<file path="src/rtl/id_ex_stage_pkg.sv">
// Shared definitions for the ID/EX stage: control-word layout, opcodes,
// instruction field slicing and the immediate extender.
package id_ex_stage_pkg;

  // Control word {regWrite,memToReg,memRead,memWrite,branch,aluSrc,regDst,aluOp[1:0]}
  localparam int CTRL_WIDTH    = 9;
  localparam int CTRL_REGWRITE = 8;
  localparam int CTRL_MEMTOREG = 7;
  localparam int CTRL_MEMREAD  = 6;
  localparam int CTRL_MEMWRITE = 5;
  localparam int CTRL_BRANCH   = 4;
  localparam int CTRL_ALUSRC   = 3;
  localparam int CTRL_REGDST   = 2;
  localparam int CTRL_ALUOP_HI = 1;
  localparam int CTRL_ALUOP_LO = 0;

  localparam logic [5:0] OP_ANDI = 6'h0C;
  localparam logic [5:0] OP_ORI  = 6'h0D;
  localparam logic [5:0] OP_XORI = 6'h0E;
  localparam logic [5:0] OP_LW   = 6'h23;

  function automatic logic [5:0] f_opcode(input logic [31:0] instr);
    return instr[31:26];
  endfunction

  function automatic logic [4:0] f_rs(input logic [31:0] instr);
    return instr[25:21];
  endfunction

  function automatic logic [4:0] f_rt(input logic [31:0] instr);
    return instr[20:16];
  endfunction

  function automatic logic [4:0] f_rd(input logic [31:0] instr);
    return instr[15:11];
  endfunction

  function automatic logic [4:0] f_shamt(input logic [31:0] instr);
    return instr[10:6];
  endfunction

  function automatic logic [15:0] f_imm16(input logic [31:0] instr);
    return instr[15:0];
  endfunction

  // Logical immediates are zero-extended; everything else (LUI included,
  // which EX reshapes itself) is sign-extended.
  function automatic logic [31:0] ext_imm(input logic [31:0] instr);
    logic [5:0]  op;
    logic [15:0] imm;
    op  = f_opcode(instr);
    imm = f_imm16(instr);
    if (op == OP_ANDI || op == OP_ORI || op == OP_XORI) begin
      return {16'h0000, imm};
    end
    return {{16{imm[15]}}, imm};
  endfunction

endpackage

</file>
<file path="src/rtl/id_ex_stage_hazard_detect.sv">
// Load-use hazard detector: stalls ID when the load sitting in EX writes a
// register the ID instruction reads. A pending flush overrides the stall.
module hazard_detect
  import id_ex_stage_pkg::*;
(
  input  logic       id_valid_i,
  input  logic [4:0] rs_i,
  input  logic [4:0] rt_i,
  input  logic       ex_valid_i,
  input  logic       ex_mem_read_i,
  input  logic [4:0] ex_rt_i,
  input  logic       flush_i,
  output logic       hazard_stall_o
);

  logic reg_match;

  // $0 is never a real dependency.
  always_comb begin
    reg_match      = (ex_rt_i != 5'd0) && ((ex_rt_i == rs_i) || (ex_rt_i == rt_i));
    hazard_stall_o = id_valid_i && ex_valid_i && ex_mem_read_i && !flush_i && reg_match;
  end

endmodule

</file>
<file path="src/rtl/id_ex_stage.sv">
// ID->EX pipeline stage: register-file address drive, ID/EX pipeline
// register with bubble/flush insertion, immediate extension and a
// saturating stall-cycle counter.
module id_ex_stage
  import id_ex_stage_pkg::*;
#(
  parameter int CTRL_W = CTRL_WIDTH,
  parameter int CNT_W  = 32
) (
  input  logic              clk,
  input  logic              rst,
  input  logic              id_valid,
  input  logic [31:0]       id_instr,
  input  logic [31:0]       id_pc4,
  input  logic [CTRL_W-1:0] id_ctrl,
  input  logic [31:0]       rf_data1,
  input  logic [31:0]       rf_data2,
  input  logic              flush,
  output logic [4:0]        rf_read1,
  output logic [4:0]        rf_read2,
  output logic              hazard_stall,
  output logic              ex_valid,
  output logic [CTRL_W-1:0] ex_ctrl,
  output logic [31:0]       ex_pc4,
  output logic [31:0]       ex_data1,
  output logic [31:0]       ex_data2,
  output logic [31:0]       ex_imm,
  output logic [4:0]        ex_rs,
  output logic [4:0]        ex_rt,
  output logic [4:0]        ex_rd,
  output logic [4:0]        ex_shamt,
  output logic [CNT_W-1:0]  stall_cnt
);

  logic [4:0]        id_rs;
  logic [4:0]        id_rt;

  logic              ex_valid_q, ex_valid_d;
  logic [CTRL_W-1:0] ex_ctrl_q,  ex_ctrl_d;
  logic [31:0]       ex_pc4_q;
  logic [31:0]       ex_data1_q;
  logic [31:0]       ex_data2_q;
  logic [31:0]       ex_imm_q;
  logic [4:0]        ex_rs_q;
  logic [4:0]        ex_rt_q;
  logic [4:0]        ex_rd_q;
  logic [4:0]        ex_shamt_q;
  logic [CNT_W-1:0]  stall_cnt_q, stall_cnt_d;

  assign id_rs    = f_rs(id_instr);
  assign id_rt    = f_rt(id_instr);
  assign rf_read1 = id_rs;
  assign rf_read2 = id_rt;

  hazard_detect u_hazard_detect (
    .id_valid_i     (id_valid),
    .rs_i           (id_rs),
    .rt_i           (id_rt),
    .ex_valid_i     (ex_valid_q),
    .ex_mem_read_i  (ex_ctrl_q[CTRL_MEMREAD]),
    .ex_rt_i        (ex_rt_q),
    .flush_i        (flush),
    .hazard_stall_o (hazard_stall)
  );

  // Next valid/control word: flush and bubble both turn the slot into a NOP;
  // the data fields load regardless since a dead slot ignores them.
  always_comb begin
    ex_valid_d = id_valid;
    ex_ctrl_d  = id_valid ? id_ctrl : '0;
    if (flush || hazard_stall) begin
      ex_valid_d = 1'b0;
      ex_ctrl_d  = '0;
    end
  end

  // Stall counter sticks at all-ones instead of wrapping.
  always_comb begin
    stall_cnt_d = stall_cnt_q;
    if (hazard_stall && (stall_cnt_q != '1)) begin
      stall_cnt_d = stall_cnt_q + CNT_W'(1);
    end
  end

  // ID/EX register and stall counter with synchronous active-low reset.
  always_ff @(posedge clk) begin
    if (!rst) begin
      ex_valid_q  <= 1'b0;
      ex_ctrl_q   <= '0;
      ex_pc4_q    <= '0;
      ex_data1_q  <= '0;
      ex_data2_q  <= '0;
      ex_imm_q    <= '0;
      ex_rs_q     <= '0;
      ex_rt_q     <= '0;
      ex_rd_q     <= '0;
      ex_shamt_q  <= '0;
      stall_cnt_q <= '0;
    end else begin
      ex_valid_q  <= ex_valid_d;
      ex_ctrl_q   <= ex_ctrl_d;
      ex_pc4_q    <= id_pc4;
      ex_data1_q  <= rf_data1;
      ex_data2_q  <= rf_data2;
      ex_imm_q    <= ext_imm(id_instr);
      ex_rs_q     <= id_rs;
      ex_rt_q     <= id_rt;
      ex_rd_q     <= f_rd(id_instr);
      ex_shamt_q  <= f_shamt(id_instr);
      stall_cnt_q <= stall_cnt_d;
    end
  end

  assign ex_valid  = ex_valid_q;
  assign ex_ctrl   = ex_ctrl_q;
  assign ex_pc4    = ex_pc4_q;
  assign ex_data1  = ex_data1_q;
  assign ex_data2  = ex_data2_q;
  assign ex_imm    = ex_imm_q;
  assign ex_rs     = ex_rs_q;
  assign ex_rt     = ex_rt_q;
  assign ex_rd     = ex_rd_q;
  assign ex_shamt  = ex_shamt_q;
  assign stall_cnt = stall_cnt_q;

endmodule

</file>
<file path="config.mk">
export PLATFORM = sky130hd
export DESIGN_NAME = id_ex_stage
export DESIGN_NICKNAME = d
export VERILOG_FILES = /design/src/rtl/id_ex_stage_pkg.sv /design/src/rtl/id_ex_stage_hazard_detect.sv /design/src/rtl/id_ex_stage.sv
export SDC_FILE = /design/constraint.sdc
export NUM_CORES = 1
export LEC_CHECK = 0
export CELL_PAD_IN_SITES_DETAIL_PLACEMENT = 1
export CELL_PAD_IN_SITES_GLOBAL_PLACEMENT = 2
export CORE_ASPECT_RATIO = 0.8
export CORE_MARGIN = 2
export CORE_UTILIZATION = 22
export CTS_BUF_LIST = sky130_fd_sc_hd__clkbuf_16
export DETAILED_ROUTE_END_ITERATION = 7
export PLACE_DENSITY_LB_ADDON = 0.1
export SKIP_CTS_REPAIR_TIMING = 1
export SYNTH_ARGS = -nofsm -noshare
export SYNTH_HDL_FRONTEND = slang
export SYNTH_SLANG_ARGS = --single-unit
</file>
<file path="constraint.sdc">
create_clock -name clk -period 3.28 [get_ports clk]
set_input_delay 0.328 -clock clk [delete_from_list [all_inputs] [get_ports clk]]
set_output_delay 0.328 -clock clk [all_outputs]
set_load 0.02 [all_outputs]
</file>
==> impl_metrics.json <==
{
  "dr.pass1.iters": 4,
  "die-area_mm2": 0.0272,
  "cp_common_cell": "nand2_1",
  "syn_nets": 686,
  "postSynthAreaPerCell_um2": 10.5,
  "use_met1": 0.169,
  "core-area_mm2": 0.0254,
  "final_area_mm2": 0.00973,
  "cts_max_level": 4,
  "crit_required_ns": 2.95,
  "skew_ns": 0.0112,
  "drt-vias-per-instance": 4.14,
  "hold_viol_final": 0,
  "syn_area_mm2": 0.00570,
  "io_buffers": 341,
  "arrival_ns": 2.27,
  "cpMaxStageDelayCell": "clkdlybuf4s50_1",
  "synth_compound_area_frac": 0.0439,
  "placed_cell_area_mm2": 0.00919,
  "io_pins": 342,
  "final_cell_mix": "340 x clkdlybuf4s50_1, 165 x dfxtp_1, 132 x and2_1",
  "dp_hpwl_um": 16200,
  "route.detailed.drc": 0,
  "top_usage_layer": "met2",
  "worstPathCellList": "xnor2_1 -> nand2_1 -> o22ai_2 -> nand2_1 -> inv_1 -> clkdlybuf4s50_1",
  "final_common_cell": "clkdlybuf4s50_1",
  "gp_congestion": 0.739,
  "use_met2": 0.262,
  "synth_edf_count": 0,
  "num_rows": 52,
  "cts_tree": "built",
  "ys_seq_area_frac": 0.580,
  "report.final.slew_viol_count": 0,
  "grt_max_degree": 57,
  "start_util": 0.225,
  "finalCriticalPeriod_ns": 2.60,
  "synth-simple-area-share": 0.267,
  "drv_cap": 0,
  "drive_gt1_frac": 0.0556,
  "synth-seq-cells": 165,
  "antenna_cells": 0,
  "drtIter0Drc": 127,
  "clkLatencyLatePin_ns": 0.43,
  "vdd_drop_max_v": 0.000326,
  "synth-xor-area-share": 0.0261,
  "cts.reportedPaths.clkPinSlew_ns": 0.07,
  "min_path_type": "in2reg",
  "critPathMaxStageDelay_ns": 0.60,
  "ys_types": 40,
  "routed_wirelength_um": 21000,
  "rsz0062_at_grt": "no",
  "antenna_found_initial": 1,
  "syn_inst": 544,
  "slew_headroom": 0.484,
  "worstPathMaxFanout": 4,
  "root_buffer": "clkbuf_16",
  "overflow": 0,
  "cts_buffers": 17,
  "wl_per_cell_um": 17.7,
  "synth_top_flop_cell": "dfxtp_1",
  "final_nets": 992,
  "postRouteAntennaNets": 0,
  "synth_warnings": 0,
  "fp.dieW_um": 184,
  "area_delta_synth_final_pct": 70.7,
  "synth.mux.area_fraction": 0.0141,
  "fmax_ghz": 0.385,
  "tns_ns": 0,
  "async_flop_share": 0,
  "grtUsageTotal": 0.157,
  "critPathBufInv": 2,
  "synth_fa_ha_area_frac": 0.00220,
  "clkSinkCount": 165,
  "status": "complete, no violations",
  "crit_family": "buffers and inverters",
  "leakage_nw": 3.59,
  "globalRouteMet3Util": 0.0931,
  "setup_viol": 0,
  "synth_top_family_by_area": "simple AND/OR/NAND/NOR gates",
  "clock_path_buffers": 2,
  "worstSetupStartpointType": "flop",
  "grt_pass1_vias": 5426,
  "vias": 4917,
  "p_per_area_mw_per_mm2": 473,
  "period_share": 0.791,
  "worstSetupPathType": "reg2out",
  "cp-end-kind": "output port",
  "die_h_um": 148,
  "tightest_slew_ns": 0.773,
  "grt_pass1_wl_um": 31800
}
[Yosys cell counts (5+ instances only)]
cell type    n  share of area
dfxtp_1    165           0.58
and2_1     132           0.14
buf_4       36          0.047
nand2_1     24          0.016
nand3_1     21          0.018
clkbuf_1    19          0.013
a21oi_1     15          0.013
nor2_1      12         0.0079
o21ai_0     11         0.0097
xnor2_1     11          0.017
or3_1       10          0.011
nand2b_1     9         0.0099
mux2i_1      8          0.014
nor4_1       8         0.0088
or4_1        8          0.011
and3_1       6         0.0066
nand4_1      6         0.0066
o31ai_1      6         0.0079
xor2_1       6         0.0092
inv_1        5         0.0033
[final timing paths]
path	from	end	slack (ns)	cells past startpoint
setup / recovery	ex_rt[3]	hazard_stall	0.68	6
hold / removal	rst	stall_cnt[18]	0.43	3
setup reg to reg	stall_cnt[0]	stall_cnt[28]	0.77	7
hold reg to reg	stall_cnt[18]	stall_cnt[18]	0.49	2
[cells by family (layout without fill, tap and decap cells)]
kind of cell	Yosys count	after routing
AND/OR/NAND/NOR	250	250
XOR/XNOR	17	17
multiplexers	8	8
flip-flops	165	165
AO/OA/AOI/OAI	38	38
adder cells (fa/ha/maj)	1	1
buffers and inverters	65	384
[stage by stage]
step	hold slack [ns]	power (mW)	setup WS [ns]	instances	utilization
3_3_place_gp	0.471	2.81	0.697	1155	0.362
2_1_floorplan	0.450	2.42	1.04	544	-
6_report	0.434	4.60	0.684	1187	0.383
4_1_cts	0.413	4.70	0.593	1187	0.383
5_1_grt	0.440	4.82	0.514	1187	0.383
3_5_place_dp	0.487	2.81	0.643	1155	0.362
[tightest hold or removal path, delay by kind of cell]
family / cells / cell delay (ns)
mux: 1 / 0.06
simple gates: 1 / 0.13
buf+inv: 1 / 0.29
[layer usage]
layer | vias up | share of wire
met3 | 20 | 0.11
met2 | 176 | 0.49
met1 | 2350 | 0.39
met4 | 2 | 0.013
met5 | - | 0.00052
li1 | 2369 | -
[flip-flops by register name, indices dropped and copies added, names as in the netlist]
register and count:
ex_data1 32, ex_ctrl 9, ex_pc4 32, stall_cnt 32
ex_rs 5, ex_rt 5, ex_imm 17, ex_data2 32
ex_valid 1
[power breakdown]
group	internal, mW	switching [mW]
clock network	0.973	0.870
logic	0.368	0.272
registers	2.09	0.0310
total	3.43	1.17
[layout make-up]
type | count | area, um2
tap | 324 | 405
fill | 2820 | 15600
sequential | 165 | 3300
clock inverter | 15 | 108
multi-input combinational | 314 | 2010
clock buffer | 17 | 425
timing repair buffer | 347 | 3460
inverter | 5 | 18.8
No activity file was read; power rests on OpenSTA's default activity.
